**config.mk**
```make
export PLATFORM = sky130hd
export DESIGN_NAME = dq_in_demux_flat
export DESIGN_NICKNAME = d
export VERILOG_FILES = /design/src/rtl/dq_in_demux_pkg.sv /design/src/rtl/dq_in_demux_if.sv /design/src/rtl/dq_in_demux_fifo.sv /design/src/rtl/dq_in_demux.sv /design/src/flat_wrapper.sv
export SDC_FILE = /design/constraint.sdc
export NUM_CORES = 1
export LEC_CHECK = 0
export CORE_AREA = 2 2 107 109
export CTS_BUF_LIST = sky130_fd_sc_hd__clkbuf_8
export DETAILED_ROUTE_END_ITERATION = 16
export DIE_AREA = 0 0 109 111
export GPL_ROUTABILITY_DRIVEN = 1
export GPL_TIMING_DRIVEN = 0
export SETUP_SLACK_MARGIN = 0.2
export SYNTH_ARGS = -nofsm -noshare
export SYNTH_HDL_FRONTEND = slang
export SYNTH_SLANG_ARGS = --single-unit
```
**constraint.sdc**
```tcl
create_clock -name clk -period 2.1 [get_ports clk]
set_clock_uncertainty 0.15 [all_clocks]
set_input_delay 0.525 -clock clk [delete_from_list [all_inputs] [get_ports clk]]
set_output_delay 0.525 -clock clk [all_outputs]
set_load 0.02 [all_outputs]
```
**src/rtl/dq_in_demux_pkg.sv**
```systemverilog
// Shared DQ PHY definitions: read-path FSM encoding and default bus geometry.
package dq_in_demux_pkg;

    localparam int DQ_DATA_WIDTH = 16;
    localparam int DQ_FIFO_DEPTH = 4;

    typedef enum logic [1:0] {
        ST_IDLE  = 2'd0,
        ST_RECV  = 2'd1,
        ST_DRAIN = 2'd2
    } rd_state_e;

endpackage

```
**src/rtl/dq_in_demux_if.sv**
```systemverilog
// Word stream from the read deserializer toward the controller.
interface dq_in_demux_if
    import dq_in_demux_pkg::*;
#(
    parameter int DATA_WIDTH = DQ_DATA_WIDTH
);

    logic [DATA_WIDTH-1:0] dq_in_16;
    logic                  dq_in_16_valid;
    logic                  dq_in_16_ready;

    modport master (
        output dq_in_16,
        output dq_in_16_valid,
        input  dq_in_16_ready
    );

    modport slave (
        input  dq_in_16,
        input  dq_in_16_valid,
        output dq_in_16_ready
    );

endinterface

```
**src/rtl/dq_in_demux_fifo.sv**
```systemverilog
// First-word-fall-through word buffer; a push into a full buffer is taken
// only when a pop frees a slot in the same cycle.
module dq_in_fifo #(
    parameter int DATA_WIDTH = 16,
    parameter int DEPTH      = 4
) (
    input  logic                       clk,
    input  logic                       reset_n,
    input  logic                       push,
    input  logic [DATA_WIDTH-1:0]      push_data,
    input  logic                       pop,
    output logic [DATA_WIDTH-1:0]      pop_data,
    output logic                       full,
    output logic                       empty,
    output logic [$clog2(DEPTH):0]     count
);

    localparam int PW = $clog2(DEPTH);
    localparam int CW = PW + 1;

    logic [DATA_WIDTH-1:0] mem [DEPTH];
    logic [PW-1:0]         wr_ptr;
    logic [PW-1:0]         rd_ptr;
    logic                  do_push;
    logic                  do_pop;

    assign empty   = (count == '0);
    assign full    = (count == CW'(DEPTH));
    assign do_pop  = pop & ~empty;
    assign do_push = push & (~full | do_pop);

    // Head reads as zero when empty so the bus is clean after reset.
    assign pop_data = empty ? '0 : mem[rd_ptr];

    always_ff @(posedge clk or negedge reset_n) begin
        if (!reset_n) begin
            wr_ptr <= '0;
            rd_ptr <= '0;
            count  <= '0;
        end else begin
            if (do_push) wr_ptr <= wr_ptr + PW'(1);
            if (do_pop)  rd_ptr <= rd_ptr + PW'(1);
            unique case ({do_push, do_pop})
                2'b10:   count <= count + CW'(1);
                2'b01:   count <= count - CW'(1);
                default: count <= count;
            endcase
        end
    end

    always_ff @(posedge clk) begin
        if (do_push) mem[wr_ptr] <= push_data;
    end

endmodule

```
**src/rtl/dq_in_demux.sv**
```systemverilog
// DQ read-path deserializer: pairs rise/fall beats into words, buffers them
// and tracks a programmed burst length through to completion.
module dq_in_demux
    import dq_in_demux_pkg::*;
#(
    parameter int DATA_WIDTH = DQ_DATA_WIDTH,
    parameter int FIFO_DEPTH = DQ_FIFO_DEPTH,
    parameter int LEN_WIDTH  = 8
) (
    input  logic                    clk,
    input  logic                    reset_n,
    input  logic [DATA_WIDTH/2-1:0] dq_in_rise,
    input  logic [DATA_WIDTH/2-1:0] dq_in_fall,
    input  logic                    dq_in_valid,
    input  logic                    rd_start,
    input  logic [LEN_WIDTH-1:0]    rd_len,
    output logic                    rd_busy,
    output logic                    rd_done,
    output logic                    overflow,
    dq_in_demux_if.master           dq_out
);

    localparam int CW = $clog2(FIFO_DEPTH) + 1;

    rd_state_e             state;
    logic [LEN_WIDTH-1:0]  beat_cnt;
    logic [DATA_WIDTH-1:0] cap_data;
    logic                  cap_valid;
    logic                  pop;
    logic                  full;
    logic                  empty;
    logic [CW-1:0]         count;
    logic                  drained;

    assign dq_out.dq_in_16_valid = ~empty;
    assign pop = dq_out.dq_in_16_valid & dq_out.dq_in_16_ready;

    // Burst is finished once nothing is in flight and the last word leaves.
    assign drained = ~cap_valid &
                     (empty | ((count == CW'(1)) & pop));

    always_ff @(posedge clk or negedge reset_n) begin
        if (!reset_n) begin
            cap_valid <= 1'b0;
            cap_data  <= '0;
        end else begin
            cap_valid <= (state == ST_RECV) & dq_in_valid;
            if ((state == ST_RECV) && dq_in_valid) begin
                cap_data <= {dq_in_fall, dq_in_rise};
            end
        end
    end

    dq_in_fifo #(
        .DATA_WIDTH (DATA_WIDTH),
        .DEPTH      (FIFO_DEPTH)
    ) u_fifo (
        .clk       (clk),
        .reset_n   (reset_n),
        .push      (cap_valid),
        .push_data (cap_data),
        .pop       (pop),
        .pop_data  (dq_out.dq_in_16),
        .full      (full),
        .empty     (empty),
        .count     (count)
    );

    always_ff @(posedge clk or negedge reset_n) begin
        if (!reset_n) begin
            state    <= ST_IDLE;
            beat_cnt <= '0;
            rd_busy  <= 1'b0;
            rd_done  <= 1'b0;
            overflow <= 1'b0;
        end else begin
            rd_done <= 1'b0;
            if (cap_valid && full && !pop) overflow <= 1'b1;
            unique case (state)
                ST_IDLE: begin
                    if (rd_start) begin
                        overflow <= 1'b0;
                        if (rd_len != '0) begin
                            beat_cnt <= rd_len;
                            state    <= ST_RECV;
                            rd_busy  <= 1'b1;
                        end else begin
                            rd_done <= 1'b1;
                        end
                    end
                end
                ST_RECV: begin
                    if (dq_in_valid) begin
                        beat_cnt <= beat_cnt - LEN_WIDTH'(1);
                        if (beat_cnt == LEN_WIDTH'(1)) state <= ST_DRAIN;
                    end
                end
                ST_DRAIN: begin
                    if (drained) begin
                        state   <= ST_IDLE;
                        rd_busy <= 1'b0;
                        rd_done <= 1'b1;
                    end
                end
                default: begin
                    state   <= ST_IDLE;
                    rd_busy <= 1'b0;
                end
            endcase
        end
    end

endmodule

```
**src/flat_wrapper.sv**
```systemverilog
// flat-port wrapper written by rule: the top's interface ports become plain ports
module dq_in_demux_flat import dq_in_demux_pkg::*;
#(
    parameter int DATA_WIDTH = DQ_DATA_WIDTH,
    parameter int FIFO_DEPTH = DQ_FIFO_DEPTH,
    parameter int LEN_WIDTH  = 8
)
  (clk, reset_n, dq_in_rise, dq_in_fall, dq_in_valid, rd_start, rd_len, rd_busy, rd_done, overflow, dq_out_dq_in_16, dq_out_dq_in_16_valid, dq_out_dq_in_16_ready);
  dq_in_demux_if #(.DATA_WIDTH(DATA_WIDTH)) dq_out_i ();
  input  logic clk;
  input  logic reset_n;
  input  logic [DATA_WIDTH/2-1:0] dq_in_rise;
  input  logic [DATA_WIDTH/2-1:0] dq_in_fall;
  input  logic dq_in_valid;
  input  logic rd_start;
  input  logic [LEN_WIDTH-1:0] rd_len;
  output logic rd_busy;
  output logic rd_done;
  output logic overflow;
  output wire logic [$bits(dq_out_i.dq_in_16)-1:0] dq_out_dq_in_16;
  output wire logic [$bits(dq_out_i.dq_in_16_valid)-1:0] dq_out_dq_in_16_valid;
  input wire logic [$bits(dq_out_i.dq_in_16_ready)-1:0] dq_out_dq_in_16_ready;
  assign dq_out_dq_in_16 = dq_out_i.dq_in_16;
  assign dq_out_dq_in_16_valid = dq_out_i.dq_in_16_valid;
  assign dq_out_i.dq_in_16_ready = dq_out_dq_in_16_ready;
  dq_in_demux #(.DATA_WIDTH(DATA_WIDTH), .FIFO_DEPTH(FIFO_DEPTH), .LEN_WIDTH(LEN_WIDTH)) u_core (.clk(clk), .reset_n(reset_n), .dq_in_rise(dq_in_rise), .dq_in_fall(dq_in_fall), .dq_in_valid(dq_in_valid), .rd_start(rd_start), .rd_len(rd_len), .rd_busy(rd_busy), .rd_done(rd_done), .overflow(overflow), .dq_out(dq_out_i));
endmodule
```
== After elaboration in Yosys (flattened, before gate mapping) ==
Memories as Yosys holds them, arrays and structs flattened.
Cells that the tools add are included.
Storage, ports and cells
  register bits after elaboration: 37
  memory bits (writable): 64
  input port bits: 29
  output and inout port bits: 20
  memories: 1
Memory list
  u_core.u_fifo.mem: words 4, width 16, rd ports 1, clocked after memory_dff 0, wr ports 1, RTL line dq_in_demux_fifo.sv:21  | logic [DATA_WIDTH-1:0] mem [DEPTH];
Cells by class
  $add $sub $neg: 5
  equality and inequality tests: 12
  mux-type cells: 25
  bitwise operators: 12
  reductions and logical operators: 12
Operators with widths (count)
  two-way mux 8 bit: 3
  two-way mux 16 bit: 1
  case mux 8 bit (2 select lines): 1
  two-way mux 1 bit: 11
  two-way mux 2 bit: 5
  == test 8 x 1 -> 1 bit (second input constant): 1
  AND reduction 4 bit: 2
  nonzero test 8 bit: 1
  subtractor 8 x 1 -> 8 bit (second input constant): 1
  bitwise AND 1 bit: 6
  != test 2 bit (second input constant): 3
  case mux 2 bit (3 select lines): 1
  case mux 3 bit (2 select lines): 1
  AND reduction 5 bit: 1
  adder 2 x 1 -> 2 bit (second input constant): 2
  == test 2 x 1 -> 1 bit (second input constant): 2
  == test 2 bit (second input constant): 2
  != test 2 x 1 -> 1 bit (second input constant): 2
  NOT 1 bit: 4
  nonzero test 2 bit: 2
  adder 3 x 1 -> 3 bit (second input constant): 1
  == test 3 x 1 -> 1 bit (second input constant): 1
  == test 3 bit (second input constant): 1
  logical AND 1 bit: 3
  other kinds (7): 8

== Logic depth before layout (Yosys ltp) ==
  word-level depth: 8
  mapped depth: 9
  depth with buffers taken out: 9

== By module ==
A second synthesis with hierarchy kept.
Second synthesis, totals
  cells, all modules: 275
  area, all modules: 4334.2 um^2
By module, submodules not included
  dq_in_fifo: instances 1, cells each 156, area each 2946.6 um^2
  dq_in_demux: instances 1, cells each 119, area each 1387.6 um^2

== Least setup slack after synthesis ==
OpenSTA, ideal clock, no wires.
  path kind: register to output
  start: register u_core.u_fifo.rd_ptr[0]
  end: output port dq_out_dq_in_16[10]
  arrival: 1515 ps
  path slack: -90 ps
  stages on the path, launching flop included: 5
  cell sequence: dfrtp_1 > buf_2 > buf_4 > mux4_2 > and2_1
On the way
  word-level cells in the longest chain between the ends: 2
Ends and longest elaborated chain
  start, declared: RTL line dq_in_demux_fifo.sv:23  | logic [PW-1:0] rd_ptr;
  start signal, assigned: RTL line dq_in_demux_fifo.sv:42  | if (do_pop) rd_ptr <= rd_ptr + PW'(1);
  memory (4 x 16 bit)
  two-way mux 16 bit: RTL line dq_in_demux_fifo.sv:33  | assign pop_data = empty ? '0 : mem[rd_ptr];
  end, declared: RTL line flat_wrapper.sv:20  | output wire logic [$bits(dq_out_i.dq_in_16)-1:0] dq_out_dq_in_16;
Every way passes these cells.

== Worst setup path after layout ==
  start: register u_core.u_fifo.rd_ptr[0]
  end: output port dq_out_dq_in_16[7]
The elaborated chain is that of the path after synthesis.

==> out/metrics.csv <==
stage;metric;value;unit
run_status;status;complete, but fails checks;
run_status;violations;setup timing;
clock_tree;clock_latency;0.36;ns
clock_tree;cts_tree;done;
floorplan;fp.dieH;111;µm
finish;final_area;5660;µm²
global_route;grt_overflow;0;
floorplan;die_w;109;µm
finish;mostFrequentLayoutCells;edfxtp_1, dfrtp_1, clkdlybuf4s50_1, buf_4, buf_6;
routing;wl_met2;3.95;mm
routing;wirelength;8.35;mm
routing;wl_met3;360;µm
sta;max_slew_margin;70.2;%
global_route;grt_usage;14.2;%
routing;vias;2550;
worst_setup_path;end_kind;output port;
logic_synthesis;synth_top_family_by_area;multiplexers;
worst_hold_path;hold_class;register to register;
logic_synthesis;synth_xor_area_share;1.22;%
logic_synthesis;synth_top_area_share;44.7;%
logic_synthesis;yosys.area_share.simple;8.79;%
logic_synthesis;synth.area.mux_share;13.3;%
clock_tree;h-tree-depth;3;
placement;dp_slack;-0.638;ns
logic_synthesis;synth_cell_types;44;
worst_setup_path;critPathTopFamily;multiplexers;
logic_synthesis;synth-adder-area-share;3.20;%
logic_synthesis;ys.flop_type;edfxtp_1;
routing;postRouteAntennaNets;0;
worst_setup_path;cp_num_buf_inv;3;
floorplan;rows;39;
placement;gp_congestion;0.843;
sta;layout_worst_path_cycle_share;117;%
logic_synthesis;synth-seq-cells;101;
global_route;antenna_found_initial;0;
logic_synthesis;synthArstFlopShare;36.6;%
routing;drtIter0Drc;117;
clock_tree;cts_buffers;9;
logic_synthesis;synth-edff-count;64;
worst_setup_path;crit_arrival;1.78;ns
finish;seq_area;2850;µm²
pwr;ir_drop;0.746;mV
sta;setup_viol_count_final;17;
clock_tree;clkSlewWorstSetupHoldPaths;0.09;ns
sta;fmax;407;MHz
worst_setup_path;crit_required;1.42;ns
logic_synthesis;synthesis.nets;316;
finish;drive_gt1_share;38.2;%
finish;fillers;938;
sta;drv_slew;0;
sta;period_minus_slack;2.45;ns
finish;area_growth;31.6;%
floorplan;dieArea;12100;µm²
routing;wl_met1;3.89;mm
worst_setup_path;crit_chain;buf_12 > buf_12 > mux4_2 > and2_4 > buf_6;
sta;finalHoldViolations;0;
pwr;p_leak;0.00218;µW
logic_synthesis;synth_area_leader_cell;edfxtp_1;
sta;timing.hold.ws;0.366;ns
logic_synthesis;synth_compound_area_share;5.15;%
routing;maxUsedRoutingLayer;met4;
worst_setup_path;path_class;register to output port;
finish;mostFrequentLayoutCell;edfxtp_1;
placement;placed_area;5020;µm²
routing;drc;0;
placement;portBuffers;48;
flow_run;maxCapViolCount;0;
global_route;grt_max_degree;23;
routing;first_pass_iters;4;
routing;wl_per_cell;16.3;µm
worst_setup_path;r2r_setup_slack;0.10;ns
worst_setup_path;cp_common_cell;buf_12;
global_route;grt_pass1_vias;2496;
sta;worst_pin_slew;0.448;ns
logic_synthesis;yosysWarnings;0;
sta;rsz0062_at_grt;yes;
finish;final_nets;404;
worst_setup_path;critPathMaxStageDelay;0.50;ns
clock_tree;clk_path_buf_depth;2;
finish;multi_input_area;1500;µm²
floorplan;pin_count;49;
floorplan;coreArea;11100;µm²
floorplan;start_util;38.8;%
clock_tree;cts_root_buf;clkbuf_8;
worst_setup_path;crit_path_start_kind;register;
routing;viasPerCell;4.98;
logic_synthesis;seq_area_frac_synth;66.2;%
logic_synthesis;syn_inst;276;
pwr;powerDensity;1510;nW/µm²
sta;finalWorstSetupSlack;-0.355;ns
logic_synthesis;avgSynthCellArea;15.6;µm²
global_route;grt_pass1_wl;12.8;mm
clock_tree;cts.sinks;101;
placement;dpl.hpwl;5.16;mm
finish;n_antenna_cell;0;
sta;fin_tns_setup;-5.31;ns
logic_synthesis;synth.area.top_cells;edfxtp_1, dfrtp_1, mux4_2;
logic_synthesis;synth_area;4300;µm²
worst_setup_path;crit_slowest_cell;mux4_2;
worst_setup_path;cp_max_fo;5;
==> cell usage after synthesis, drive strengths merged (2+ instances only) <==
| cell type | instances |
|---|---|
| xor2 | 2 |
| nor2 | 14 |
| buf | 6 |
| ha | 11 |
| o2bb2ai | 3 |
| inv | 9 |
| xnor2 | 4 |
| o31ai | 3 |
| dfrtp | 37 |
| nand2b | 2 |
| clkbuf | 5 |
| and2 | 18 |
| and3 | 4 |
| or4 | 2 |
| mux4 | 16 |
| a22oi | 3 |
| nor3 | 7 |
| o21ai | 7 |
| mux2i | 3 |
| edfxtp | 64 |
| nand3 | 2 |
| a21oi | 9 |
| mux2 | 16 |
| a31oi | 3 |
| nand2 | 11 |
==> flip-flops by register name (all words and copies together) (netlist names), 2 cells and up <==
name,count
u_core.u_fifo.wr_ptr,2
u_core.cap_data,16
u_core.u_fifo.mem,64
u_core.u_fifo.rd_ptr,2
u_core.state,2
u_core.u_fifo.count,3
u_core.beat_cnt,8
==> cell families after synthesis <==
logic type | Yosys count
DFF | 101
and+or+nand+nor | 69
adders and majority gates | 11
buffers and inverters | 20
AOI/OAI and AO/OA | 34
xor gates and xnor gates | 6
muxes | 35
==> path summary, 6_finish.rpt <==
kind	startpoint	endpoint	cells past startpoint
min in group asynchronous	reset_n	u_core.beat_cnt[1]	2
worst max register to register	u_core.u_fifo.count[1]	u_core.u_fifo.count[2]	11
worst min-delay path	u_core.overflow	u_core.overflow	2
worst min register to register	u_core.overflow	u_core.overflow	2
max in group asynchronous	reset_n	u_core.cap_data[3]	3
worst max-delay path	u_core.u_fifo.rd_ptr[0]	dq_out_dq_in_16[7]	5
==> per-stage QoR <==
stage	utilization (%)	cells	total power, µW
6_report	51.1	512	8520
5_1_grt	51.1	512	9030
4_1_cts	49.7	502	8300
3_5_place_dp	45.4	468	6450
3_3_place_gp	45.2	467	6390
2_1_floorplan	-	276	5390
==> power by group <==
| group | total (µW) | leakage, µW | internal (µW) | switching (µW) |
|---|---|---|---|---|
| sequential | 3230 | 0.00102 | 2830 | 396 |
| combinational | 4060 | 0.00106 | 2310 | 1750 |
| clock | 1240 | 0.0000968 | 558 | 678 |
==> layout make-up <==
class	count	area share (%)
multi-input cells	156	26.5
plain buffers	11	2.01
repair buffers	76	13.8
clock inverters	7	1.30
inverters	9	0.641
well taps	143	3.16
clock buffers	9	2.19
flip-flops and latches	101	50.3
==> worst reg2reg max path: cells and delay by family (launching register included) <==
family	cells	cell delay, ns
buffers and inverters	4	0.39
multiplexers	1	0.17
flip-flops	1	0.41
AND/OR/NAND/NOR	3	0.34
XOR/XNOR	1	0.13
adder cells (fa/ha/maj)	2	0.29
==> what timing repair did <==
action                                  in CTS  in global routing
pin swaps                                   17                  4
hold buffers                                 1                  0
endpoints found under the setup margin     104                 71
resized for setup                          134                 23
cloned                                       1                  2
hold endpoints to repair                    15                  0
buffers inserted                            16                  8
==> per-layer routing <==
| metal | GRT usage [%] | vias to the layer above |
|---|---|---|
| li1 | - | 1219 |
| met1 | 19.3 | 1248 |
| met2 | 22.4 | 71 |
| met3 | 2.88 | 12 |
| met4 | 5.81 | 0 |
| met5 | 0 | - |
No activity file was read; power rests on OpenSTA's default activity.
